File: src/rtl/fp16_pkg.sv
// Shared FP16 field layout, special encodings and accumulator FSM states.
package fp16_pkg;

  localparam int unsigned EXP_W   = 5;
  localparam int unsigned FRAC_W  = 10;
  localparam int unsigned BIAS    = 15;
  localparam int unsigned EXP_MAX = 30;

  localparam logic [15:0] POS_INF  = 16'h7C00;
  localparam logic [15:0] NEG_INF  = 16'hFC00;
  localparam logic [15:0] POS_ZERO = 16'h0000;

  typedef enum logic [2:0] {
    StIdle,
    StAlign,
    StAdd,
    StNorm,
    StOut
  } state_e;

  function automatic logic is_inf(input logic [15:0] x);
    return x[FRAC_W +: EXP_W] == '1;
  endfunction

  // Hidden bit is set only for normal operands; exp=0 decodes as zero.
  function automatic logic [FRAC_W:0] decode_man(input logic [15:0] x);
    logic [FRAC_W:0] man;
    if (x[FRAC_W +: EXP_W] == '0) begin
      man = '0;
    end else begin
      man = {1'b1, x[FRAC_W-1:0]};
    end
    return man;
  endfunction

endpackage

File: src/rtl/fp16_norm.sv
// Leading-zero count and left shift that brings bit FRAC_W of a mantissa to 1.
module fp16_norm
  import fp16_pkg::*;
(
  input  logic [FRAC_W:0] mag,
  output logic [FRAC_W:0] mag_shl,
  output logic [3:0]      lzc
);

  logic found;

  always_comb begin
    lzc   = 4'(FRAC_W + 1);
    found = 1'b0;
    for (int i = FRAC_W; i >= 0; i--) begin
      if (!found && mag[i]) begin
        lzc   = 4'(int'(FRAC_W) - i);
        found = 1'b1;
      end
    end
    // A zero input shifts out completely and leaves mag_shl[FRAC_W] clear.
    mag_shl = mag << lzc;
  end

endmodule

File: src/rtl/fp16_accumulator.sv
// Packet accumulator of FP16 terms: ALIGN/ADD/NORM pipeline per term, one sum per packet.
module fp16_accumulator
  import fp16_pkg::*;
(
  input  logic        clk,
  input  logic        rst_n,
  input  logic        in_valid,
  output logic        in_ready,
  input  logic [15:0] in_data,
  input  logic        in_last,
  output logic        out_valid,
  input  logic        out_ready,
  output logic [15:0] out_data,
  output logic        out_ovf
);

  localparam int unsigned MAN_W = FRAC_W + 1;
  localparam logic signed [EXP_W+1:0] ExpMaxS = (EXP_W + 2)'(EXP_MAX);

  state_e state_q, state_d;

  logic [15:0] acc_q, acc_d;
  logic        ovf_q, ovf_d;
  logic [15:0] opnd_q;
  logic        last_q;
  logic        in_fire;

  // ALIGN stage registers
  logic             special_q;
  logic [15:0]      special_val_q;
  logic             sign_q;
  logic             sub_q;
  logic [EXP_W-1:0] exp_q;
  logic [MAN_W-1:0] big_q;
  logic [MAN_W-1:0] small_q;

  // ADD stage register, one extra bit for the carry
  logic [MAN_W:0]   sum_q;

  // ALIGN combinational results
  logic [EXP_W-1:0] a_exp, b_exp, big_exp, small_exp, diff;
  logic [MAN_W-1:0] a_man, b_man, big_man, small_man, small_sh;
  logic             a_big, big_sign, align_special;
  logic [15:0]      align_special_val;

  // ADD / NORM combinational results
  logic [MAN_W:0]          sum_d;
  logic [MAN_W-1:0]        norm_man;
  logic [3:0]              norm_lzc;
  logic signed [EXP_W+1:0] norm_exp;
  logic [FRAC_W-1:0]       norm_frac;
  logic [15:0]             norm_res;
  logic                    norm_ovf;

  assign in_ready  = rst_n && (state_q == StIdle);
  assign in_fire   = in_valid && in_ready;
  assign out_valid = (state_q == StOut);
  assign out_data  = acc_q;
  assign out_ovf   = ovf_q;

  always_comb begin
    a_exp     = acc_q[FRAC_W +: EXP_W];
    b_exp     = opnd_q[FRAC_W +: EXP_W];
    a_man     = decode_man(acc_q);
    b_man     = decode_man(opnd_q);
    a_big     = {a_exp, a_man} >= {b_exp, b_man};
    big_exp   = a_big ? a_exp : b_exp;
    small_exp = a_big ? b_exp : a_exp;
    big_man   = a_big ? a_man : b_man;
    small_man = a_big ? b_man : a_man;
    big_sign  = a_big ? acc_q[15] : opnd_q[15];
    diff      = big_exp - small_exp;
    small_sh  = (diff >= 5'd12) ? '0 : (small_man >> diff);
    // An infinite accumulator wins over an infinite operand: first event sets the sign.
    align_special     = is_inf(acc_q) || is_inf(opnd_q);
    align_special_val = is_inf(acc_q) ? acc_q : (opnd_q[15] ? NEG_INF : POS_INF);
  end

  always_comb begin
    if (sub_q) begin
      sum_d = {1'b0, big_q} - {1'b0, small_q};
    end else begin
      sum_d = {1'b0, big_q} + {1'b0, small_q};
    end
  end

  fp16_norm u_norm (
    .mag     (sum_q[MAN_W-1:0]),
    .mag_shl (norm_man),
    .lzc     (norm_lzc)
  );

  always_comb begin
    norm_res  = POS_ZERO;
    norm_ovf  = 1'b0;
    norm_exp  = '0;
    norm_frac = '0;
    if (special_q) begin
      norm_res = special_val_q;
    end else if (sum_q[MAN_W] || norm_man[FRAC_W]) begin
      if (sum_q[MAN_W]) begin
        norm_exp  = signed'({2'b00, exp_q}) + (EXP_W + 2)'(1);
        norm_frac = sum_q[FRAC_W:1];
      end else begin
        norm_exp  = signed'({2'b00, exp_q}) - signed'({3'b000, norm_lzc});
        norm_frac = norm_man[FRAC_W-1:0];
      end
      if (norm_exp > ExpMaxS) begin
        norm_res = sign_q ? NEG_INF : POS_INF;
        norm_ovf = 1'b1;
      end else if (norm_exp < (EXP_W + 2)'(1)) begin
        norm_res = POS_ZERO;
      end else begin
        norm_res = {sign_q, norm_exp[EXP_W-1:0], norm_frac};
      end
    end
  end

  always_comb begin
    state_d = state_q;
    acc_d   = acc_q;
    ovf_d   = ovf_q;
    unique case (state_q)
      StIdle:  if (in_fire) state_d = StAlign;
      StAlign: state_d = StAdd;
      StAdd:   state_d = StNorm;
      StNorm: begin
        acc_d   = norm_res;
        ovf_d   = ovf_q | norm_ovf;
        state_d = last_q ? StOut : StIdle;
      end
      StOut: begin
        if (out_ready) begin
          acc_d   = POS_ZERO;
          ovf_d   = 1'b0;
          state_d = StIdle;
        end
      end
      default: state_d = StIdle;
    endcase
  end

  always_ff @(posedge clk) begin
    if (!rst_n) begin
      state_q       <= StIdle;
      acc_q         <= POS_ZERO;
      ovf_q         <= 1'b0;
      opnd_q        <= '0;
      last_q        <= 1'b0;
      special_q     <= 1'b0;
      special_val_q <= '0;
      sign_q        <= 1'b0;
      sub_q         <= 1'b0;
      exp_q         <= '0;
      big_q         <= '0;
      small_q       <= '0;
      sum_q         <= '0;
    end else begin
      state_q <= state_d;
      acc_q   <= acc_d;
      ovf_q   <= ovf_d;
      if (in_fire) begin
        opnd_q <= in_data;
        last_q <= in_last;
      end
      if (state_q == StAlign) begin
        special_q     <= align_special;
        special_val_q <= align_special_val;
        sign_q        <= big_sign;
        sub_q         <= acc_q[15] ^ opnd_q[15];
        exp_q         <= big_exp;
        big_q         <= big_man;
        small_q       <= small_sh;
      end
      if (state_q == StAdd) begin
        sum_q <= sum_d;
      end
    end
  end

endmodule

File: config.mk
export PLATFORM = sky130hd
export DESIGN_NAME = fp16_accumulator
export DESIGN_NICKNAME = d
export VERILOG_FILES = /design/src/rtl/fp16_pkg.sv /design/src/rtl/fp16_norm.sv /design/src/rtl/fp16_accumulator.sv
export SDC_FILE = /design/constraint.sdc
export NUM_CORES = 1
export LEC_CHECK = 0
export ABC_AREA = 1
export CAP_MARGIN = 10
export CORE_MARGIN = 4
export CORE_UTILIZATION = 40
export DETAILED_ROUTE_END_ITERATION = 8
export DONT_BUFFER_PORTS = 1
export PLACE_DENSITY = 0.62
export SYNTH_ARGS = -nofsm -noshare
export SYNTH_HDL_FRONTEND = slang
export SYNTH_SLANG_ARGS = --single-unit
File: constraint.sdc
create_clock -name clk -period 4.88 [get_ports clk]
set_input_delay 0.732 -clock clk [delete_from_list [all_inputs] [get_ports clk]]
set_output_delay 0.732 -clock clk [all_outputs]
set_load 0.005 [all_outputs]
==> metrics.cfg <==
[sta]
timing.final.max_slew_violations = 0
setup_ws_ns = 0.768
timing.final.crit_period_ns = 4.11
clock-skew-final_ns = 0.0110
timing.final.hold_violations = 0
finalSetupTns_ns = 0
timing.fmax_mhz = 243
setup_violations = 0
min_period_over_period = 0.843
grt_setup_unrepaired = no
tightest_slew_ns = 0.946
max-slew-margin-rel = 0.367
holdWs_ns = 0.456

[final_layout]
final_net_count = 1071
antennaDiodeCount = 0
area_growth_pct = 6.04
finalCoreUtilization = 0.439
layout-drive-gt1-share = 0.0530
layoutNonFillerInstCount = 1235
area.sequential_um2 = 1900
combined_area_of_the_multi_input_logic_cells_um2 = 4090
postLayoutCellArea_um2 = 7070
layout_common_cells = nand2_1 (282), inv_1 (116), nand3_1 (115), a21oi_1 (106), dfxtp_1 (95)
filler_cell_count = 1760
final_common_cell = nand2_1

[run]
max_cap_violations = 0

[setup_path]
crit_fanout = 14
end_kind = flip-flop
critPathKind = reg -> reg
timing.critical_path.arrival_ns = 4.33
critPathRequiredTime_ns = 5.09
timing.reg2reg.worst_path_depth = 21
crit_path_start_kind = flip-flop

[outcome]
status = completed

[clock_network]
clk_pin_slew_worst_paths_ns = 0.07
cts_tree = yes
post-cts-setup-buffers = 0
cts_max_level = 3
cts.path.max_buffers = 2
clk_latency_ns = 0.36
ctsResizeCount = 0
ctsHoldBuffers = 0
number_of_buffers_inserted_during_clock_tree_synthesis = 9
clockRootBuffer = clkbuf_16
clk_sink_count = 95

[global_routing]
grt_start_max_net_pins = 60
grt_pass1_wl_um = 31000
antenna_found_initial = 0
grt_use_total = 0.210
grt_overflow_total = 0
via_count_of_the_first_global_routing_pass = 5835

[power]
static-leakage-power_nw = 3.28
vdd_ir_drop_max_mv = 0.287
power.density_cell_area_nw_per_um2 = 572
design_power_total_mw = 4.04

[logic_synthesis]
synth_seq_area_share = 0.285
post_synth_edffs = 0
synthesis.instances = 1043
mappedNetlistArea_um2 = 6670
ffs_latches_synth = 95
async_reset_ff_frac = 0
ys_dominant_reg_cell = dfxtp_1
yosysTopAreaCellShare = 0.285
syn_area_per_cell_um2 = 6.39
post_synth_main_area_contributors = dfxtp_1 (29%), nand2_1 (16%), nand3_1 (8.6%)
yosysWarningCount = 0
synth_cell_type_count = 44
yosys.area.top_type = dfxtp_1
postSynthNetCount = 1100

[place]
placement.io_buffers = 0
pre_cts_ws_ns = 0.854
place.gp.congestion = 0.911
dp.cells = 1219
detailedPlacementHpwl_um = 14500
postPlaceCellArea_um2 = 6780

[min_path]
hp-class = in -> reg
hold_path_depth = 1

[drt]
avg_vias_per_cell = 5.33
detail_route.iter0.violations = 534
vias_after_detailed_routing = 6586
routedWlPerCell_um = 15.4
drtAntennaViolNets = 0
detail_route.wirelength_um = 19000
detail_route.drc_violations = 0
dr.pass1.iters = 7

[floorplan]
die_w_um = 137
placeableCoreArea_um2 = 16100
die_height_um = 137
fp-row-count = 46
number_of_placed_i_o_pins = 40
floorplan.initialDensity = 0.414
design.die.area_um2 = 18800

==> Yosys cell counts, types with 3 or more instances <==
| cell | count |
|---|---|
| nand2_1 | 282 |
| inv_1 | 117 |
| nand3_1 | 115 |
| a21oi_1 | 106 |
| dfxtp_1 | 95 |
| o21ai_0 | 55 |
| nor2_1 | 48 |
| clkbuf_1 | 36 |
| ha_1 | 34 |
| nand4_1 | 34 |
| xor2_1 | 18 |
| o211ai_1 | 16 |
| nor3_1 | 8 |
| nand2_2 | 7 |
| clkinv_1 | 5 |
| inv_2 | 5 |
| o21ai_1 | 5 |
| a21o_1 | 4 |
| nor2_4 | 4 |
| o21a_1 | 4 |
| o22ai_1 | 4 |
| a31oi_1 | 3 |
| buf_1 | 3 |
| nand2_4 | 3 |
| nor2_2 | 3 |
==> final timing paths <==
kind | startpoint | end | slack, ns
setup / recovery | out_data[10] | small_q[2] | 0.77
setup reg to reg | out_data[10] | small_q[2] | 0.77
hold reg to reg | special_val_q[12] | special_val_q[12] | 0.46
hold / removal | out_ready | out_ovf | 0.46
==> kinds of logic (layout without fill, tap and decap cells) <==
logic type               Yosys count  in the layout  share of synthesized area
buffers and inverters            172            148                      0.101
AO/OA/AOI/OAI                    203            203                      0.165
flip-flops                        95             95                      0.285
adder cells (fa/ha/maj)           36             36                     0.0698
XOR/XNOR                          20             20                     0.0263
AND/OR/NAND/NOR                  517            517                      0.353
==> final cells by class <==
cell class,count,area share
Multi-Input combinational cell,776,0.579
Sequential cell,95,0.269
Inverter,127,0.0674
Tap cell,216,0.0382
Clock buffer,10,0.0338
Clock inverter,6,0.00708
Timing Repair Buffer,5,0.00531
==> critical path: stages (launching register included) <==
cell      delay (ns)
dfxtp_1         0.39
nor2_1          0.14
nand4_1         0.42
nand2_1         0.22
inv_1           0.08
ha_1            0.31
nand2_1         0.08
nand2_1         0.04
nand2_1         0.05
a21oi_1         0.06
nor2_2          0.43
nand3_2         0.13
nand2_1         0.09
nand3_1         0.10
ha_1            0.50
clkinv_1        0.33
nand3_1         0.17
nand2_1         0.07
nand3_1         0.07
nand3_1         0.11
nand4_1         0.10
a21oi_1         0.08
==> flip-flops by register name (all words and copies together), names as in the netlist, 3 cells and up <==
register / flops
big_q: 11
state_q: 3
sum_q: 12
special_val_q: 16
exp_q: 5
opnd_q: 16
small_q: 11
out_data: 16
==> layer usage <==
| layer | GRT usage | part of all wire | wire length, µm |
|---|---|---|---|
| met5 | 0 | 0 | 0 |
| met4 | 0.0504 | 0.016 | 299 |
| met1 | 0.304 | 0.48 | 9150 |
| met2 | 0.315 | 0.44 | 8280 |
| met3 | 0.0471 | 0.066 | 1240 |
==> power by group <==
| group | internal [mW] | leakage (nW) | switching, mW |
|---|---|---|---|
| clock network | 0.367 | 0.141 | 0.327 |
| logic | 0.802 | 2.36 | 1.57 |
| registers | 0.871 | 0.773 | 0.0992 |
(Power assumes the default switching activity.)
